$ cat config.mk
export PLATFORM = sky130hd
export DESIGN_NAME = alu_issue_queue
export DESIGN_NICKNAME = d
export VERILOG_FILES = /design/src/rtl/alu_pkg.sv /design/src/rtl/alu.sv /design/src/rtl/alu_issue_queue.sv
export SDC_FILE = /design/constraint.sdc
export NUM_CORES = 1
export LEC_CHECK = 0
export BUFFER_PORTS_ARGS = -buffer_cell sky130_fd_sc_hd__buf_2
export CAP_MARGIN = 10
export CORE_MARGIN = 1
export CORE_UTILIZATION = 38
export CTS_BUF_LIST = sky130_fd_sc_hd__clkbuf_8 sky130_fd_sc_hd__clkbuf_16
export CTS_CLUSTER_DIAMETER = 30
export DETAILED_ROUTE_END_ITERATION = 12
export HOLD_SLACK_MARGIN = 0.08
export PLACE_DENSITY = 0.61
export REMOVE_ABC_BUFFERS = 1
export SETUP_SLACK_MARGIN = 0.2
export SLEW_MARGIN = 30
export SYNTH_ARGS = -nofsm -noshare
export SYNTH_HDL_FRONTEND = slang
export SYNTH_HIERARCHICAL = 1
export SYNTH_SLANG_ARGS = --single-unit
$ cat constraint.sdc
create_clock -name clk -period 6.9 [get_ports clk]
set_input_delay 1.035 -clock clk [delete_from_list [all_inputs] [get_ports clk]]
set_output_delay 1.035 -clock clk [all_outputs]
set_load 0.03 [all_outputs]
$ cat src/rtl/alu_pkg.sv
// rtl/alu_pkg.sv - ALUOp encodings shared by the decoder, the ALU and the issue queue.
package alu_pkg;

   typedef enum logic [2:0] {
      ALU_ADD = 3'b000,
      ALU_SUB = 3'b001,
      ALU_AND = 3'b010,
      ALU_OR  = 3'b011,
      ALU_SRL = 3'b100,
      ALU_SRA = 3'b101
   } alu_op_e;

   localparam int DATA_W = 32;

endpackage

$ cat src/rtl/alu.sv
// rtl/alu.sv - combinational 32-bit ALU; codes 110/111 alias the arithmetic right shift.
module alu
   import alu_pkg::*;
(
   input  logic [DATA_W-1:0] a,
   input  logic [DATA_W-1:0] b,
   input  logic [2:0]        alu_op,
   output logic [DATA_W-1:0] c
);

   // Shifts take the full 32-bit b, so amounts of 32 or more saturate to zero / sign fill.
   always_comb begin
      c = '0;
      case (alu_op)
         ALU_ADD: c = a + b;
         ALU_SUB: c = a - b;
         ALU_AND: c = a & b;
         ALU_OR:  c = a | b;
         ALU_SRL: c = a >> b;
         default: c = $unsigned($signed(a) >>> b);
      endcase
   end

endmodule

$ cat src/rtl/alu_issue_queue.sv
// rtl/alu_issue_queue.sv - circular operand FIFO feeding one ALU into a registered result stage.
module alu_issue_queue
   import alu_pkg::*;
#(
   parameter int DEPTH = 4,
   parameter int TAGW  = 5
) (
   input  logic                       clk,
   input  logic                       reset_n,
   input  logic                       flush,
   input  logic                       in_valid,
   output logic                       in_ready,
   input  logic [DATA_W-1:0]          in_a,
   input  logic [DATA_W-1:0]          in_b,
   input  logic [2:0]                 in_op,
   input  logic [TAGW-1:0]            in_tag,
   output logic                       out_valid,
   input  logic                       out_ready,
   output logic [DATA_W-1:0]          out_c,
   output logic [TAGW-1:0]            out_tag,
   output logic [$clog2(DEPTH):0]     count
);

   localparam int PW = $clog2(DEPTH);
   localparam int CW = PW + 1;

   logic [DATA_W-1:0] mem_a   [DEPTH];
   logic [DATA_W-1:0] mem_b   [DEPTH];
   logic [2:0]        mem_op  [DEPTH];
   logic [TAGW-1:0]   mem_tag [DEPTH];

   logic [PW-1:0]     wr_ptr, rd_ptr;
   logic [CW-1:0]     occ;
   logic [DATA_W-1:0] alu_c;
   logic              full, empty, push, issue;

   assign full     = (occ == CW'(DEPTH));
   assign empty    = (occ == '0);
   assign in_ready = !full;
   assign count    = occ;
   assign push     = in_valid && !full && !flush;
   assign issue    = !empty && (!out_valid || out_ready) && !flush;

   alu u_alu (
      .a      (mem_a[rd_ptr]),
      .b      (mem_b[rd_ptr]),
      .alu_op (mem_op[rd_ptr]),
      .c      (alu_c)
   );

   // Payload storage is never reset; occupancy alone decides what is valid.
   always_ff @(posedge clk) begin
      if (push) begin
         mem_a[wr_ptr]   <= in_a;
         mem_b[wr_ptr]   <= in_b;
         mem_op[wr_ptr]  <= in_op;
         mem_tag[wr_ptr] <= in_tag;
      end
   end

   always_ff @(posedge clk or negedge reset_n) begin
      if (!reset_n) begin
         wr_ptr    <= '0;
         rd_ptr    <= '0;
         occ       <= '0;
         out_valid <= 1'b0;
         out_c     <= '0;
         out_tag   <= '0;
      end else if (flush) begin
         wr_ptr    <= '0;
         rd_ptr    <= '0;
         occ       <= '0;
         out_valid <= 1'b0;
      end else begin
         if (push)
            wr_ptr <= wr_ptr + 1'b1;
         if (issue)
            rd_ptr <= rd_ptr + 1'b1;
         if (push && !issue)
            occ <= occ + 1'b1;
         else if (issue && !push)
            occ <= occ - 1'b1;
         if (issue) begin
            out_c     <= alu_c;
            out_tag   <= mem_tag[rd_ptr];
            out_valid <= 1'b1;
         end else if (out_valid && out_ready) begin
            out_valid <= 1'b0;
         end
      end
   end

endmodule

After elaboration in Yosys (flattened, before gate mapping)
Memories as Yosys holds them, arrays and structs flattened. A register that Yosys moved wholly into a read port is not among the register bits.
Cells that the tools add are included.

cells by class
  reductions and logical operators = 22
  bitwise gates (word level) = 3
  equal/unequal tests = 5
  mux-type cells = 13
  shifts and indexed selects = 2
  add/sub/neg operators = 6

operators by type and width
  operator                                           count
  case mux 32 bit (5 select lines)                   1
  adder 32 bit                                       1
  AND 32 bit                                         1
  bitwise OR 32 bit                                  1
  >> shifter 32 x 32 -> 32 bit                       1
  >>> shifter 32 x 32 -> 32 bit                      1
  subtractor 32 bit                                  1
  2-to-1 mux 3 bit                                   3
  2-to-1 mux 2 bit                                   4
  logical AND 1 bit                                  7
  zero test 1 bit                                    7
  == test 3 x 2 -> 1 bit (second input constant)     2
  == test 3 bit (second input constant)              2
  zero test 3 bit                                    2
  nonzero test 3 bit                                 2
  2-to-1 mux 1 bit                                   5
  adder 2 x 1 -> 2 bit (second input constant)       2
  nonzero test 2 bit                                 2
  adder 3 x 1 -> 3 bit (second input constant)       1
  == test 3 x 1 -> 1 bit (second input constant)     1
  subtractor 3 x 1 -> 3 bit (second input constant)  1
  AND reduction 2 bit                                1
  logical OR 1 bit                                   1
  inverter 1 bit                                     1

word-level totals
  output and inout bits = 42
  RAM bits = 288
  bits in registers = 40
  memories kept = 4

memory list
  memory   words  width  read ports  clocked after Yosys merged registers in  wr ports  line                   text
  mem_a    4      32     1           0                                        1         alu_issue_queue.sv:27  logic [DATA_W-1:0] mem_a [DEPTH];
  mem_b    4      32     1           0                                        1         alu_issue_queue.sv:28  logic [DATA_W-1:0] mem_b [DEPTH];
  mem_tag  4      5      1           1                                        1         alu_issue_queue.sv:30  logic [TAGW-1:0] mem_tag [DEPTH];
  mem_op   4      3      1           0                                        1         alu_issue_queue.sv:29  logic [2:0] mem_op [DEPTH];

Longest topological paths before layout
Gate-level depths: netlist of the first run.

  word-level depth = 9
  depth in mapped cells = 24
  mapped depth without buffers = 19

Modules after synthesis
Netlist of the first run, hierarchy kept.

by module, submodules not included
  module           area an instance (um^2)  seq. area each (um^2)  instances  cells each
  alu_issue_queue  12283.0                  9774.4                 1          511
  alu              6125.9                   0.0                    1          926

Worst setup path before layout of the first run
OpenSTA, ideal clock, no wires.

  path kind = register -> register
  from = reg rd_ptr[0]
  to = reg out_c[18]
  library setup time = 0.125 ns
  data required time = 6.775 ns
  slack = 1.232 ns
  arrival = 5.543 ns
  stages on the path, launching flop included = 23
  cells stage by stage = dfrtp_1 -> buf_2 -> buf_2 -> mux4_2 -> buf_2 -> clkinv_1 -> buf_1 -> clkbuf_1 -> ha_1 -> and3_1 -> nor2_1 -> xnor2_1 -> ha_1 -> and3_1 -> clkbuf_1 -> a221o_1 -> a221oi_2 -> nand2_1 -> a221o_1 -> a21oi_1 -> xnor2_1 -> a211o_1 -> mux2_2

on the way
  longest elaborated chain between the ends = 3

ends and longest elaborated chain
  what                                               line                   text
  start: declaration                                 alu_issue_queue.sv:32  logic [PW-1:0] wr_ptr, rd_ptr;
  start signal: assignment                           alu_issue_queue.sv:78  rd_ptr <= rd_ptr + 1'b1;
  memory (4 x 32 bit), or another cell as far along  n/a
  subtractor 32 bit, or another cell as far along    alu.sv:16              ALU_SUB: c = a - b;
  case mux 32 bit (5 select lines) *                 alu.sv:14              case (alu_op)
  named net alu_c[18]                                alu_issue_queue.sv:34  logic [DATA_W-1:0] alu_c;
  end signal: assignment                             alu_issue_queue.sv:84  out_c <= alu_c;
  end: declaration                                   alu_issue_queue.sv:19  output logic [DATA_W-1:0] out_c,

Mark *: on every way through the listed nets, which the timed path passes. The rest lies on a longest branch.
A chain may end at the register's enable or synchronous reset.

Worst setup path after layout of the first run
Ends and elaborated chain as after synthesis.

==> results of run 1 <==
## per-layer routing
layer | vias up | routed length, µm | track usage (%)
li1 | 5924 | - | -
met1 | 6847 | 25160 | 32.62
met4 | 2 | 1717 | 8.356
met5 | - | 13 | 0
met3 | 128 | 4413 | 5.659
met2 | 625 | 26040 | 35.69
## logic make-up (layout without fill, tap and decap cells)
group                    count (synthesis)  after routing  share of synthesized area, %
AND/OR/NAND/NOR                        355            355                         9.393
AO/OA/AOI/OAI                          338            338                         11.92
flip-flops                             333            333                         53.10
multiplexers                           178            178                         16.32
buffers and inverters                  122            315                         2.957
adder cells (fa/ha/maj)                 60             60                         3.888
XOR/XNOR                                51             51                         2.426
other                                    0              1                             0
## power by group
part | switching [W] | leakage (nW) | internal, W | total [W]
registers | 0.000201 | 3.16 | 0.00243 | 0.00263
clock network | 0.00115 | 1.37 | 0.00264 | 0.00380
logic | 0.00378 | 3.59 | 0.00227 | 0.00605
total | 0.00513 | 8.11 | 0.00734 | 0.0125
## final cells by class
type | count | area [µm²]
Antenna cell | 1 | 2.502
Inverter | 24 | 90.09
Multi-Input combinational cell | 982 | 8108
Clock buffer | 80 | 1979
Tap cell | 615 | 769.5
Timing Repair Buffer | 150 | 830.8
Sequential cell | 333 | 9782
Fill cell | 4254 | 25410
Clock inverter | 61 | 778.2
## flip-flops by register name (all words and copies together) (netlist names), 3 cells and up
register and cells:
count 3, mem_tag 20, out_tag 5, mem_op 12, out_c 32, mem_a 128
mem_b 128
## critical path, delay by kind of cell (launching register included)
family                     cells  cell delay, ns
DFF                            1            0.85
and+or+nand+nor                6            2.02
AOI/OAI and AO/OA              5            1.34
muxes                          2            0.82
adders and majority gates      1            0.35
xor gates and xnor gates       2            0.22
buffers and inverters          1            0.32
## path summary, 6_finish.rpt
check	startpoint	endpoint	slack, ns	cells after the start
worst min register to register	out_c[27]$_DFFE_PN0P_	out_c[27]$_DFFE_PN0P_	0.50	1
worst min-delay path	out_c[27]$_DFFE_PN0P_	out_c[27]$_DFFE_PN0P_	0.50	1
worst max register to register	rd_ptr[0]$_DFFE_PN0P_	out_c[18]$_DFFE_PN0P_	0.80	17
worst max-delay path	rd_ptr[0]$_DFFE_PN0P_	out_c[18]$_DFFE_PN0P_	0.80	17
max in group asynchronous	reset_n	rd_ptr[0]$_DFFE_PN0P_	5.74	2
min in group asynchronous	reset_n	count[1]$_DFFE_PN0P_	0.56	2
## metrics by stage
stage	utilization (%)	setup TNS, ns
after floorplan	-	-23.26
after global placement	40.99	0
after detailed placement	41.00	0
after CTS	46.77	0
after global routing	46.78	0
final	46.79	0
## synth_stat cells (all sizes together) (8+ instances only)
library cell / n / share of area (%)
and2: 17 / 0.59
nor2b: 10 / 0.34
mux4: 93 / 11
inv: 22 / 0.45
a221oi: 9 / 0.46
nand3: 23 / 0.68
xnor2: 32 / 1.5
nand2b: 12 / 0.41
ha: 38 / 2.6
and3: 13 / 0.44
clkbuf: 64 / 1.3
edfxtp: 288 / 47
mux2: 47 / 2.9
a211o: 9 / 0.43
a21oi: 102 / 2.8
a211oi: 17 / 0.69
a21o: 12 / 0.49
o22ai: 12 / 0.41
buf: 34 / 1.1
o21ai: 77 / 2.1
mux2i: 38 / 2.1
o211ai: 8 / 0.33
maj3: 20 / 1.1
nor3: 27 / 0.73
nand2: 116 / 2.5
nor2: 98 / 2.1
dfrtp: 45 / 6.1
a31oi: 19 / 0.65
xor2: 19 / 0.90
==> flow_metrics.tcl, run 1 <==
set metrics [dict create \
    ys.flop_type "edfxtp_1" \
    grt_pass1_wl_mm 86.29 \
    drive_above_1_share_pct 27.36 \
    finalPower_w 0.01247 \
    finalHoldViolCount 0 \
    outcome "completed" \
    layout_common_cells "edfxtp_1, buf_2, nand2_1" \
    num-nets-final 1685 \
    setup_ws_ns 0.8012 \
    path_max_fanout 31 \
    worstPathCellList "buf_4 > mux4_2 > nor2_1 > and3_1 > and2_1 > a21oi_1 > xnor2_1 > ha_1 > and2_0 > and4_1 > a221oi_2 > nand2_1 > a221o_1 > a21oi_1 > xnor2_1 > a211o_1 > mux2_2" \
    placed_cells 2104 \
    hp-class "reg -> reg" \
    drtAntennaViolNets 0 \
    fin_skew_ns 0.02885 \
    num_rows 80 \
    crit_slowest_cell "dfrtp_4" \
    synth_edf_count 288 \
    die_x_um 222.1 \
    final_cells 2246 \
    cpPeakStageDelay_ns 0.85 \
    whs_ns 0.4961 \
    syn_inst 1437 \
    port_buffers 118 \
    clock-sinks 333 \
    fin_area_um2 22340 \
    yosys_warnings 6 \
    fp.coreArea_um2 47750 \
    cts_tree "built" \
    ys_ff_latch 333 \
    clk_pin_slew_ns 0.04 \
    drt-vias-per-instance 6.022 \
    hpwl_mm 39.84 \
    power.density_nw_per_um2 558.4 \
    postCtsSetupRepairBufs 0 \
    antenna_found_initial 3 \
    ir_worst_vdd_uv 208.0 \
    cts_buffers 77 \
    clock_latency_ns 0.62 \
    io_pins 119 \
    area_growth_pct 21.36 \
    maxSlewHeadroom_pct 27.55 \
    max_cap_viol_count 0 \
    firstDrtPassIters 6 \
    drc 0 \
    synth_area_per_cell_um2 12.81 \
    critPathRequiredTime_ns 7.39 \
    drv_slew 0 \
    ctsLongestPathBuffers 3 \
    fp.dieH_um 222.1 \
    fin_crit_ns 6.099 \
    grt_pass1_vias 13447 \
    grt_overflow 0 \
    synthDistinctLibCells 92 \
    seq_area_frac_synth_pct 53.10 \
    dr.first_iter.drc_count 1566 \
    finalSetupViolCount 0 \
    cp-end-kind "flip-flop" \
    synthArstFlopShare_pct 13.51 \
    die-area_um2 49330 \
    place.gp.congestion 0.9939 \
    rsz0062_at_grt "false" \
    p_leak_nw 8.113 \
    grt_max_degree 58 \
    fmax_mhz 164.0 \
    post-route-period-util_pct 88.39 \
    post_dp_cell_area_um2 19570 \
    hold_buffers 0 \
    root_buffer "clkbuf_16" \
    initial_core_util_pct 38.56 \
    arrival_ns 6.59 \
    wire_per_inst_um 25.53 \
    cts-htree-levels 3 \
    syn_area_um2 18410 \
    wirelength_mm 57.34 \
    layout_commonest_cell "edfxtp_1" \
    num_vias 13526 \
    path_class "reg -> reg" \
    cp-start-kind "flip-flop" \
    dp_slack_ns 0.7084 \
    grtUsageTotal_pct 23.45 \
    worstMarginPinSlew_ns 1.083 \
    ctsResizeCount 0 \
]
Note: power is estimated with default switching activity, not from simulation.
==> run 2, diff against run 1 <==
--- a/config.mk
+++ b/config.mk
@@ -8,12 +8,12 @@
 export BUFFER_PORTS_ARGS = -buffer_cell sky130_fd_sc_hd__buf_2
 export CAP_MARGIN = 10
 export CORE_MARGIN = 1
-export CORE_UTILIZATION = 38
+export CORE_UTILIZATION = 55
 export CTS_BUF_LIST = sky130_fd_sc_hd__clkbuf_8 sky130_fd_sc_hd__clkbuf_16
 export CTS_CLUSTER_DIAMETER = 30
 export DETAILED_ROUTE_END_ITERATION = 12
 export HOLD_SLACK_MARGIN = 0.08
-export PLACE_DENSITY = 0.61
+export PLACE_DENSITY = 0.8
 export REMOVE_ABC_BUFFERS = 1
 export SETUP_SLACK_MARGIN = 0.2
 export SLEW_MARGIN = 30
==> flow_metrics.tcl, run 2 (synthesis results as in run 1) <==
set metrics [dict create \
    hold_buffers 0 \
    grt_max_degree 58 \
    cp-start-kind "flip-flop" \
    fmax_mhz 165.5 \
    arrival_ns 6.50 \
    clock_latency_ns 0.60 \
    grt_overflow 0 \
    layout_commonest_cell "edfxtp_1" \
    hold_end "out_c[31]$_DFFE_PN0P_" \
    firstDrtPassIters 6 \
    antenna_found_initial 1 \
    power.density_nw_per_um2 535.9 \
    reg2reg_depth 15 \
    hold_start "out_c[31]$_DFFE_PN0P_" \
    placed_cells 1928 \
    worstMarginPinSlew_ns 1.005 \
    final_cells 2039 \
    fin_skew_ns 0.02394 \
    outcome "completed" \
    cp-end-kind "flip-flop" \
    r2r_slack_ns 0.86 \
    reg2reg_to "out_c[24]$_DFFE_PN0P_" \
    postCtsSetupRepairBufs 0 \
    fin_crit_ns 6.042 \
    hpwl_mm 36.18 \
    clk_pin_slew_ns 0.05 \
    port_buffers 118 \
    wire_per_inst_um 26.24 \
    critPathRequiredTime_ns 7.36 \
    area_growth_pct 15.82 \
    path_max_fanout 44 \
    clock-sinks 333 \
    cts_buffers 59 \
    wirelength_mm 53.51 \
    post-route-period-util_pct 87.57 \
    cts-htree-levels 2 \
    grtUsageTotal_pct 31.80 \
    finalHoldViolCount 0 \
    grt_pass1_wl_mm 80.48 \
    num-nets-final 1664 \
    drv_slew 0 \
    io_pins 119 \
    die-area_um2 34210 \
    whs_path_depth 1 \
    finalSetupViolCount 0 \
    layout_common_cells "edfxtp_1, buf_2, nand2_1" \
    grt_pass1_vias 13094 \
    fp.coreArea_um2 32700 \
    hp-class "reg -> reg" \
    top_regs "mem_a: 128 flops, mem_b: 128 flops, out_c: 32 flops" \
    reg2reg_from "rd_ptr[0]$_DFFE_PN0P_" \
    fill_cells 2409 \
    drt-vias-per-instance 6.649 \
    fp.dieH_um 185.0 \
    p_leak_nw 7.715 \
    num_vias 13558 \
    initial_core_util_pct 56.29 \
    ir_worst_vdd_uv 286.0 \
    path_class "reg -> reg" \
    root_buffer "clkbuf_16" \
    ctsLongestPathBuffers 3 \
    rsz0062_at_grt "false" \
    critPathLaunch "rd_ptr[0]$_DFFE_PN0P_" \
    cts_tree "built" \
    die_x_um 185.0 \
    tns_ns 0 \
    maxSlewHeadroom_pct 31.23 \
    drive_above_1_share_pct 26.07 \
    drc 0 \
    max_cap_viol_count 0 \
    drtAntennaViolNets 0 \
    place.gp.congestion 1.038 \
    ctsResizeCount 0 \
    num_rows 66 \
    dr.first_iter.drc_count 1815 \
]
-- run 2: cell types whose count changed in the layout (fill, tap and decap cells not counted), moves of 2 or more --
cell and change:
clkinvlp_4 -2, clkinv_4 +4, buf_4 -4, clkbuf_16 -19
inv_1 -4, inv_6 +4, bufinv_16 -10
-- run 2: worst max-delay path, cell delays in order, from the launching register on --
cell and delay (ns):
dfrtp_4 0.62, buf_12 0.36, mux4_2 0.63, or4_4 0.62, nor4_4 0.61, nand2_1 0.20
nand2_1 0.12, xor2_1 0.18, ha_1 0.34, a21oi_1 0.26, nor2_1 0.07, a211oi_1 0.29
a311oi_1 0.13, a2111oi_0 0.92, o21ai_0 0.19, mux2_2 0.31
-- run 2: final cells by class --
class	count	area, µm²	area share (%)
Sequential cell	333	9782	45.88
Antenna cell	1	2.502	0.01174
Timing Repair Buffer	147	820.8	3.850
Inverter	24	90.09	0.4225
Clock buffer	61	1504	7.054
Multi-Input combinational cell	982	8100	37.99
Tap cell	442	553.0	2.594
Clock inverter	49	467.9	2.195
-- run 2: how the worst max path moves through the flow --
stage / to / slack [ns] / cells past startpoint
3_3_place_gp: out_c[24]$_DFFE_PN0P_ / 1.18 / 15
6_report: out_c[24]$_DFFE_PN0P_ / 0.86 / 15
3_5_place_dp: out_c[24]$_DFFE_PN0P_ / 1.14 / 15
5_1_grt: out_c[24]$_DFFE_PN0P_ / 0.71 / 15
4_1_cts: out_c[24]$_DFFE_PN0P_ / 1.11 / 15
2_1_floorplan: out_c[18]$_DFFE_PN0P_ / -1.32 / 17
-- run 2: layer usage --
layer / part of all wire [%] / vias to the layer above / GRT usage [%]
met5: 0.022 / - / 0
met3: 10 / 118 / 6.960
met4: 2.9 / 2 / 9.653
met2: 46 / 867 / 49.44
li1: - / 5885 / -
met1: 41 / 6686 / 44.84
-- run 2: report_power, final --
group	switching, W	total [W]	internal, W
clock	0.00101	0.00280	0.00178
sequential	0.000157	0.00258	0.00243
combinational	0.00378	0.00605	0.00227
total	0.00495	0.0114	0.00647
-- run 2: per-stage QoR --
stage / worst slack [ns] / hold slack [ns] / power (W) / util, % / cell area (µm²)
6_report: 0.8577 / 0.4990 / 0.01142 / 65.20 / 21320
5_1_grt: 0.7094 / 0.5067 / 0.01197 / 65.19 / 21320
4_1_cts: 1.115 / 0.5010 / 0.01129 / 65.19 / 21320
3_5_place_dp: 1.138 / 0.4909 / 0.008431 / 59.16 / 19350
3_3_place_gp: 1.180 / 0.4643 / 0.008373 / 59.16 / 19350
2_1_floorplan: -1.324 / 0.5364 / 0.006733 / - / 17950
